`config.mk`:
```
export PLATFORM = sky130hd
export DESIGN_NAME = i2c_master_ctrl
export DESIGN_NICKNAME = d
export VERILOG_FILES = /design/src/rtl/i2c_pkg.sv /design/src/rtl/i2c_qtick_gen.sv /design/src/rtl/i2c_master_ctrl.sv
export SDC_FILE = /design/constraint.sdc
export NUM_CORES = 1
export LEC_CHECK = 0
export CAP_MARGIN = 5
export CORE_ASPECT_RATIO = 0.5
export CORE_MARGIN = 2
export CORE_UTILIZATION = 35
export CTS_CLUSTER_SIZE = 24
export DETAILED_ROUTE_END_ITERATION = 8
export GPL_ROUTABILITY_DRIVEN = 1
export PLACE_DENSITY_LB_ADDON = 0.08
export SETUP_SLACK_MARGIN = 0.1
export SLEW_MARGIN = 20
export SYNTH_ARGS = -nofsm -noshare
export SYNTH_HDL_FRONTEND = slang
export SYNTH_HIERARCHICAL = 1
export SYNTH_SLANG_ARGS = --single-unit
```
`constraint.sdc`:
```
create_clock -name clk -period 3 [get_ports clk]
set_input_delay 0.6 -clock clk [delete_from_list [all_inputs] [get_ports clk]]
set_output_delay 0.6 -clock clk [all_outputs]
set_load 0.05 [all_outputs]
```
`src/rtl/i2c_pkg.sv`:
```
// Shared types for the byte-level I2C master: FSM states, R/W encodings and bit quarters.
package i2c_pkg;

   typedef enum logic [2:0] {
      IDLE,
      START,
      ADDR,
      ADDR_ACK,
      DATA,
      DATA_ACK,
      STOP
   } state_e;

   localparam logic I2C_WRITE = 1'b0;
   localparam logic I2C_READ  = 1'b1;

   typedef logic [1:0] quarter_t;

   localparam quarter_t Q0 = 2'd0;
   localparam quarter_t Q1 = 2'd1;
   localparam quarter_t Q2 = 2'd2;
   localparam quarter_t Q3 = 2'd3;

endpackage

```
`src/rtl/i2c_qtick_gen.sv`:
```
// Quarter-period tick generator: one-cycle pulse every CLK_DIV clocks while enabled.
module i2c_qtick_gen #(
   parameter int CLK_DIV = 250
) (
   input  logic clk,
   input  logic rst,
   input  logic en_i,
   output logic tick_o
);

   localparam int               CNT_W = $clog2(CLK_DIV);
   localparam logic [CNT_W-1:0] LAST  = CNT_W'(CLK_DIV - 1);

   logic [CNT_W-1:0] cnt_q, cnt_d;

   // Held at zero while disabled so the first quarter after enable is full length
   always_comb begin
      cnt_d = cnt_q + CNT_W'(1);
      if (!en_i || cnt_q == LAST) cnt_d = '0;
   end

   always_ff @(posedge clk or posedge rst) begin
      if (rst) cnt_q <= '0;
      else     cnt_q <= cnt_d;
   end

   assign tick_o = en_i && (cnt_q == LAST);

endmodule

```
`src/rtl/i2c_master_ctrl.sv`:
```
// Byte-level I2C master: START, address byte, one data byte (write or read) and STOP.
module i2c_master_ctrl
   import i2c_pkg::*;
#(
   parameter int CLK_DIV = 250
) (
   input  logic       clk,
   input  logic       rst,
   input  logic       cmd_valid,
   output logic       cmd_ready,
   input  logic [6:0] cmd_addr,
   input  logic       cmd_rw,
   input  logic [7:0] cmd_wdata,
   output logic [7:0] rd_data,
   output logic       ack_err,
   output logic       busy,
   output logic       done,
   output logic       scl_o,
   output logic       sda_oe,
   input  logic       sda_i
);

   state_e   state_q, state_d;
   quarter_t q_q;
   logic [2:0] bit_q;
   logic [7:0] shift_q, wdata_q, rd_q;
   logic       rw_q, samp_q, ack_err_q, done_q;
   logic       tick, bit_end, accept;

   i2c_qtick_gen #(.CLK_DIV(CLK_DIV)) u_qtick (
      .clk    (clk),
      .rst    (rst),
      .en_i   (state_q != IDLE),
      .tick_o (tick)
   );

   assign accept  = cmd_valid && (state_q == IDLE);
   assign bit_end = tick && (q_q == Q3);

   always_ff @(posedge clk or posedge rst) begin
      if (rst) state_q <= IDLE;
      else     state_q <= state_d;
   end

   always_comb begin
      state_d = state_q;
      case (state_q)
         IDLE:     if (accept) state_d = START;
         START:    if (bit_end) state_d = ADDR;
         ADDR:     if (bit_end && bit_q == 3'd7) state_d = ADDR_ACK;
         ADDR_ACK: if (bit_end) state_d = samp_q ? STOP : DATA;
         DATA:     if (bit_end && bit_q == 3'd7) state_d = DATA_ACK;
         DATA_ACK: if (bit_end) state_d = STOP;
         STOP:     if (bit_end) state_d = IDLE;
         default:  state_d = IDLE;
      endcase
   end

   // Shift register serves both directions: MSB drives SDA, the sampled bit enters at the LSB
   always_ff @(posedge clk or posedge rst) begin
      if (rst) begin
         q_q       <= Q0;
         bit_q     <= 3'd0;
         shift_q   <= 8'h00;
         wdata_q   <= 8'h00;
         rd_q      <= 8'h00;
         rw_q      <= I2C_WRITE;
         samp_q    <= 1'b0;
         ack_err_q <= 1'b0;
         done_q    <= 1'b0;
      end else begin
         done_q <= (state_q == STOP) && bit_end;
         if (accept) begin
            q_q       <= Q0;
            bit_q     <= 3'd0;
            shift_q   <= {cmd_addr, cmd_rw};
            wdata_q   <= cmd_wdata;
            rw_q      <= cmd_rw;
            ack_err_q <= 1'b0;
         end else if (tick) begin
            q_q <= q_q + 2'd1;
            if (q_q == Q2) samp_q <= sda_i;
            if (q_q == Q3) begin
               case (state_q)
                  ADDR, DATA: begin
                     bit_q   <= bit_q + 3'd1;
                     shift_q <= {shift_q[6:0], samp_q};
                  end
                  ADDR_ACK: begin
                     if (samp_q) ack_err_q <= 1'b1;
                     else        shift_q   <= (rw_q == I2C_READ) ? 8'h00 : wdata_q;
                  end
                  DATA_ACK: begin
                     if (rw_q == I2C_READ) rd_q      <= shift_q;
                     else if (samp_q)      ack_err_q <= 1'b1;
                  end
                  default: ;
               endcase
            end
         end
      end
   end

   // SCL is high in Q2/Q3 of every bit; START and STOP shape their own edges
   always_comb begin
      scl_o  = 1'b1;
      sda_oe = 1'b0;
      case (state_q)
         START: begin
            scl_o  = (q_q != Q3);
            sda_oe = (q_q != Q0);
         end
         ADDR: begin
            scl_o  = q_q[1];
            sda_oe = ~shift_q[7];
         end
         DATA: begin
            scl_o  = q_q[1];
            sda_oe = (rw_q == I2C_WRITE) && !shift_q[7];
         end
         ADDR_ACK, DATA_ACK: scl_o = q_q[1];
         STOP: begin
            scl_o  = (q_q != Q0);
            sda_oe = (q_q == Q0) || (q_q == Q1);
         end
         default: ;
      endcase
   end

   assign cmd_ready = (state_q == IDLE);
   assign busy      = (state_q != IDLE);
   assign done      = done_q;
   assign ack_err   = ack_err_q;
   assign rd_data   = rd_q;

endmodule

```
==> summary.md <==
| Metric | Value |
|---|---|
| Number of violations reported at the end of detailed-routing iteration 0 | `65` |
| Cell breakdown of the critical path | `inv_1 > ha_1 > o21ai_0 > a32o_1 > o21bai_1 > buf_12` |
| Primary flip-flop cell chosen by synthesis mapping | `dfrtp_1` |
| Vias in the first global route | `1836` |
| Overflow left after global routing | `0` |
| Post-synthesis cell area | `2462 µm²` |
| Later-pin clock latency in the skew report | `0.29 ns` |
| Final GP Congestion | `0.7559` |
| Clock tree from TritonCTS | `yes` |
| Drt total wl | `5.165 mm` |
| Post-synth top area share | `44.72%` |
| Fraction of registers with async set or reset after synthesis | `100.0%` |
| EDFF count, synth | `0` |
| Die area | `7763 µm²` |
| Most numerous cell types in the synthesized netlist | `44 x dfrtp_1, 28 x mux2_2, 20 x nand2_1` |
| Clock Skews | `0.004927 ns` |
| Slew margin rel. | `60.63%` |
| Type of the setup path with the least slack | `reg2out` |
| Largest net degree at the start of global routing | `37` |
| Via count of the routed design | `1769` |
| Input/output buffers | `33` |
| Setup repair bufs after CTS | `0` |
| Ranking of synthesized cells by area | `dfrtp_1 45%, mux2_2 13%, ha_1 5.1%` |
| Critical path capture point type | `output port` |
| Final Setup Violations | `0` |
| Critical path data arrival time | `2.14 ns` |
| Count of state elements after synthesis | `44` |
| Detailed-route DRC error count | `0` |
| Power per standard cell area | `433.2 nW/µm²` |
| Peak supply drop | `0.2123 mV` |
| Clk sinks | `44` |
| Detailed-router iteration count before antenna repair | `4` |
| Post-layout nets | `295` |
| Standard cell core area | `6753 µm²` |
| Vertical die dimension | `63.31 µm` |
| Synth area leader | `dfrtp_1` |
| Via-per-instance ratio | `4.941` |
| Row cnt | `21` |
| Post-detailed-placement half-perimeter wirelength | `3.572 mm` |
| Post-route core utilization | `46.27%` |
| Mapped Cells | `231` |
| Clock buffers created by TritonCTS | `5` |
| Average routed wire per standard cell | `14.43 µm` |
| # resized after CTS | `0` |
| Total Routing Usage GR | `15.24%` |
| Hold buffer count at CTS | `0` |
| Final worst-path cycle share | `91.33%` |
| Average cell area after synthesis | `10.66 µm²` |
| Highest net fanout along the worst path | `11` |
| Final Max Slew Viols | `0` |
| Final sum of negative setup slack | `0 ns` |
| Leak | `1.317 nW` |
| Layout cell share with drive strength beyond 1 | `23.31%` |
| Run status | `completed` |
| Layout area overhead | `26.88%` |
| Number of inserted filler cells in the final layout | `635` |
| Number of buffers on the longest clock path | `2` |
| Post-DRT Antenna Nets | `0` |
| Root buf cell | `clkbuf_16` |
| Pin slew with the least headroom to its limit | `0.5906 ns` |
| Reg2Reg Depth | `9` |
| Width of the die | `122.6 µm` |
| Slowest Stage Delay on Critical Path | `0.62 ns` |
| HP Class | `reg2reg` |
| Min-Delay Path Depth | `1` |
| Cell with the largest stage delay on the worst path | `dfrtp_1` |
| Post-layout minimum cycle time | `2.740 ns` |
| Required time of the critical path | `2.40 ns` |
| Setup crit start kind | `flop` |
| Part of the Yosys area used for sequential elements | `44.72%` |
| Instance count on the critical path | `6` |
| Most numerous cell in the Yosys netlist | `dfrtp_1` |
| Maximum clock frequency | `365.0 MHz` |
| Maximum Capacitance Violations | `0` |
| Setup repair after global routing missed its margin | `no` |
| Unique cell type count in the Yosys netlist | `51` |
| Synth warnings | `6` |
| Total number of H-tree levels | `2` |
| CTS clk-pin slew, worst paths | `0.07 ns` |
| Sum of buffers and inverters on the critical path | `2` |
| I/O pins | `34` |
| First-pass GRT wire length | `9.052 mm` |
| Number of nets in the synthesized netlist | `261` |
| Initial Util | `36.46%` |
| Top delay family on crit path | `flip-flops` |
| Final hold violation count | `0` |
| Antenna violations before repair | `0` |
| Number of antenna diodes | `0` |
## layout make-up
class                   instances  area (µm²)  area share, %
clock buffers                   5       125.1          4.005
clock inverters                 3       46.29          1.482
inverters                      10       43.79          1.402
multi-input cells             165        1297          41.53
flip-flops and latches         44        1101          35.24
well taps                      92       115.1          3.684
repair buffers                 39       395.4          12.66
## power by group
| part | switching, mW | internal, mW |
|---|---|---|
| sequential | 0.0136 | 0.609 |
| clock | 0.244 | 0.396 |
| combinational | 0.0395 | 0.0514 |
## routing by layer
metal	up-vias	share of wire, %	track usage [%]	wire length [µm]
met5	-	0	0	0
met4	0	1.2	4.310	61
met3	7	4.2	5.163	215
met2	28	44	22.57	2287
met1	858	50	21.11	2601
li1	876	-	-	-
## final timing paths
path	start	endpoint	slack (ns)
worst max register to register	u_qtick/cnt_q[1]$_DFF_PP0_	rd_data[1]$_DFFE_PP0P_	0.40
worst min-delay path	wdata_q[6]$_DFFE_PP0P_	wdata_q[6]$_DFFE_PP0P_	0.50
min in group asynchronous	rst	u_qtick/cnt_q[0]$_DFF_PP0_	0.59
max in group asynchronous	rst	shift_q[3]$_DFFE_PP0P_	1.92
worst min register to register	wdata_q[6]$_DFFE_PP0P_	wdata_q[6]$_DFFE_PP0P_	0.50
worst max-delay path	state_q[1]$_DFFE_PP0P_	scl_o	0.26
## placed cells by master, fill, tap and decap left out, types with 2 or more instances in the layout
cell type        count
nor3_4               2
nor2_1              18
clkinvlp_4           2
clkdlybuf4s50_1     31
dfrtp_1             44
ha_1                10
mux2_2              28
a41o_1               2
a21oi_1              5
xor2_1               2
nand3_1              4
nand3b_1             2
nand4_1              2
nor2b_1             11
buf_12               2
inv_1                8
buf_4                6
clkbuf_16            5
o21ai_0             14
mux2i_1              9
nand2_1             20
o22ai_1              3
and2_1               2
xnor2_1              2
## worst reg2reg max path, delay by kind of cell (launching register included)
kind | cells | cell delay (ns)
buf+inv | 1 | 0.07
mux | 1 | 0.38
flops | 1 | 0.40
simple gates | 6 | 1.51
fa+ha+maj | 1 | 0.13
## metrics by stage
| step | power [mW] | std cells | setup WS [ns] | hold WS, ns | cell area (µm²) |
|---|---|---|---|---|---|
| detailed placement | 0.7267 | 350 | 0.3864 | 0.4902 | 2953 |
| global placement | 0.7257 | 350 | 0.4677 | 0.4838 | 2953 |
| global route | 1.415 | 358 | 0.1059 | 0.5245 | 3124 |
| floorplan | 0.6788 | 231 | 0.02161 | 0.4157 | 2549 |
| CTS | 1.377 | 358 | 0.2194 | 0.5057 | 3124 |
| finish | 1.354 | 358 | 0.2600 | 0.4993 | 3124 |
## sequential cells by signal (all words and copies together), names as in the netlist
register	flops
rd_data	8
shift_q	8
u_qtick/cnt_q	8
wdata_q	8
bit_q	3
state_q	3
q_q	2
ack_err	1
done	1
rw_q	1
samp_q	1
## kinds of logic (layout without fill, tap and decap cells)
logic type               count (synthesis)  in the layout  share of synthesized area (%)
multiplexers                            37             37                          16.46
flip-flops                              44             44                          44.72
AND/OR/NAND/NOR                         76             76                          17.23
AO/OA/AOI/OAI                           37             37                          10.21
XOR/XNOR                                 4              4                          1.423
adder cells (fa/ha/maj)                 11             11                          5.488
buffers and inverters                   22             57                          4.472
(Power assumes the default switching activity.)
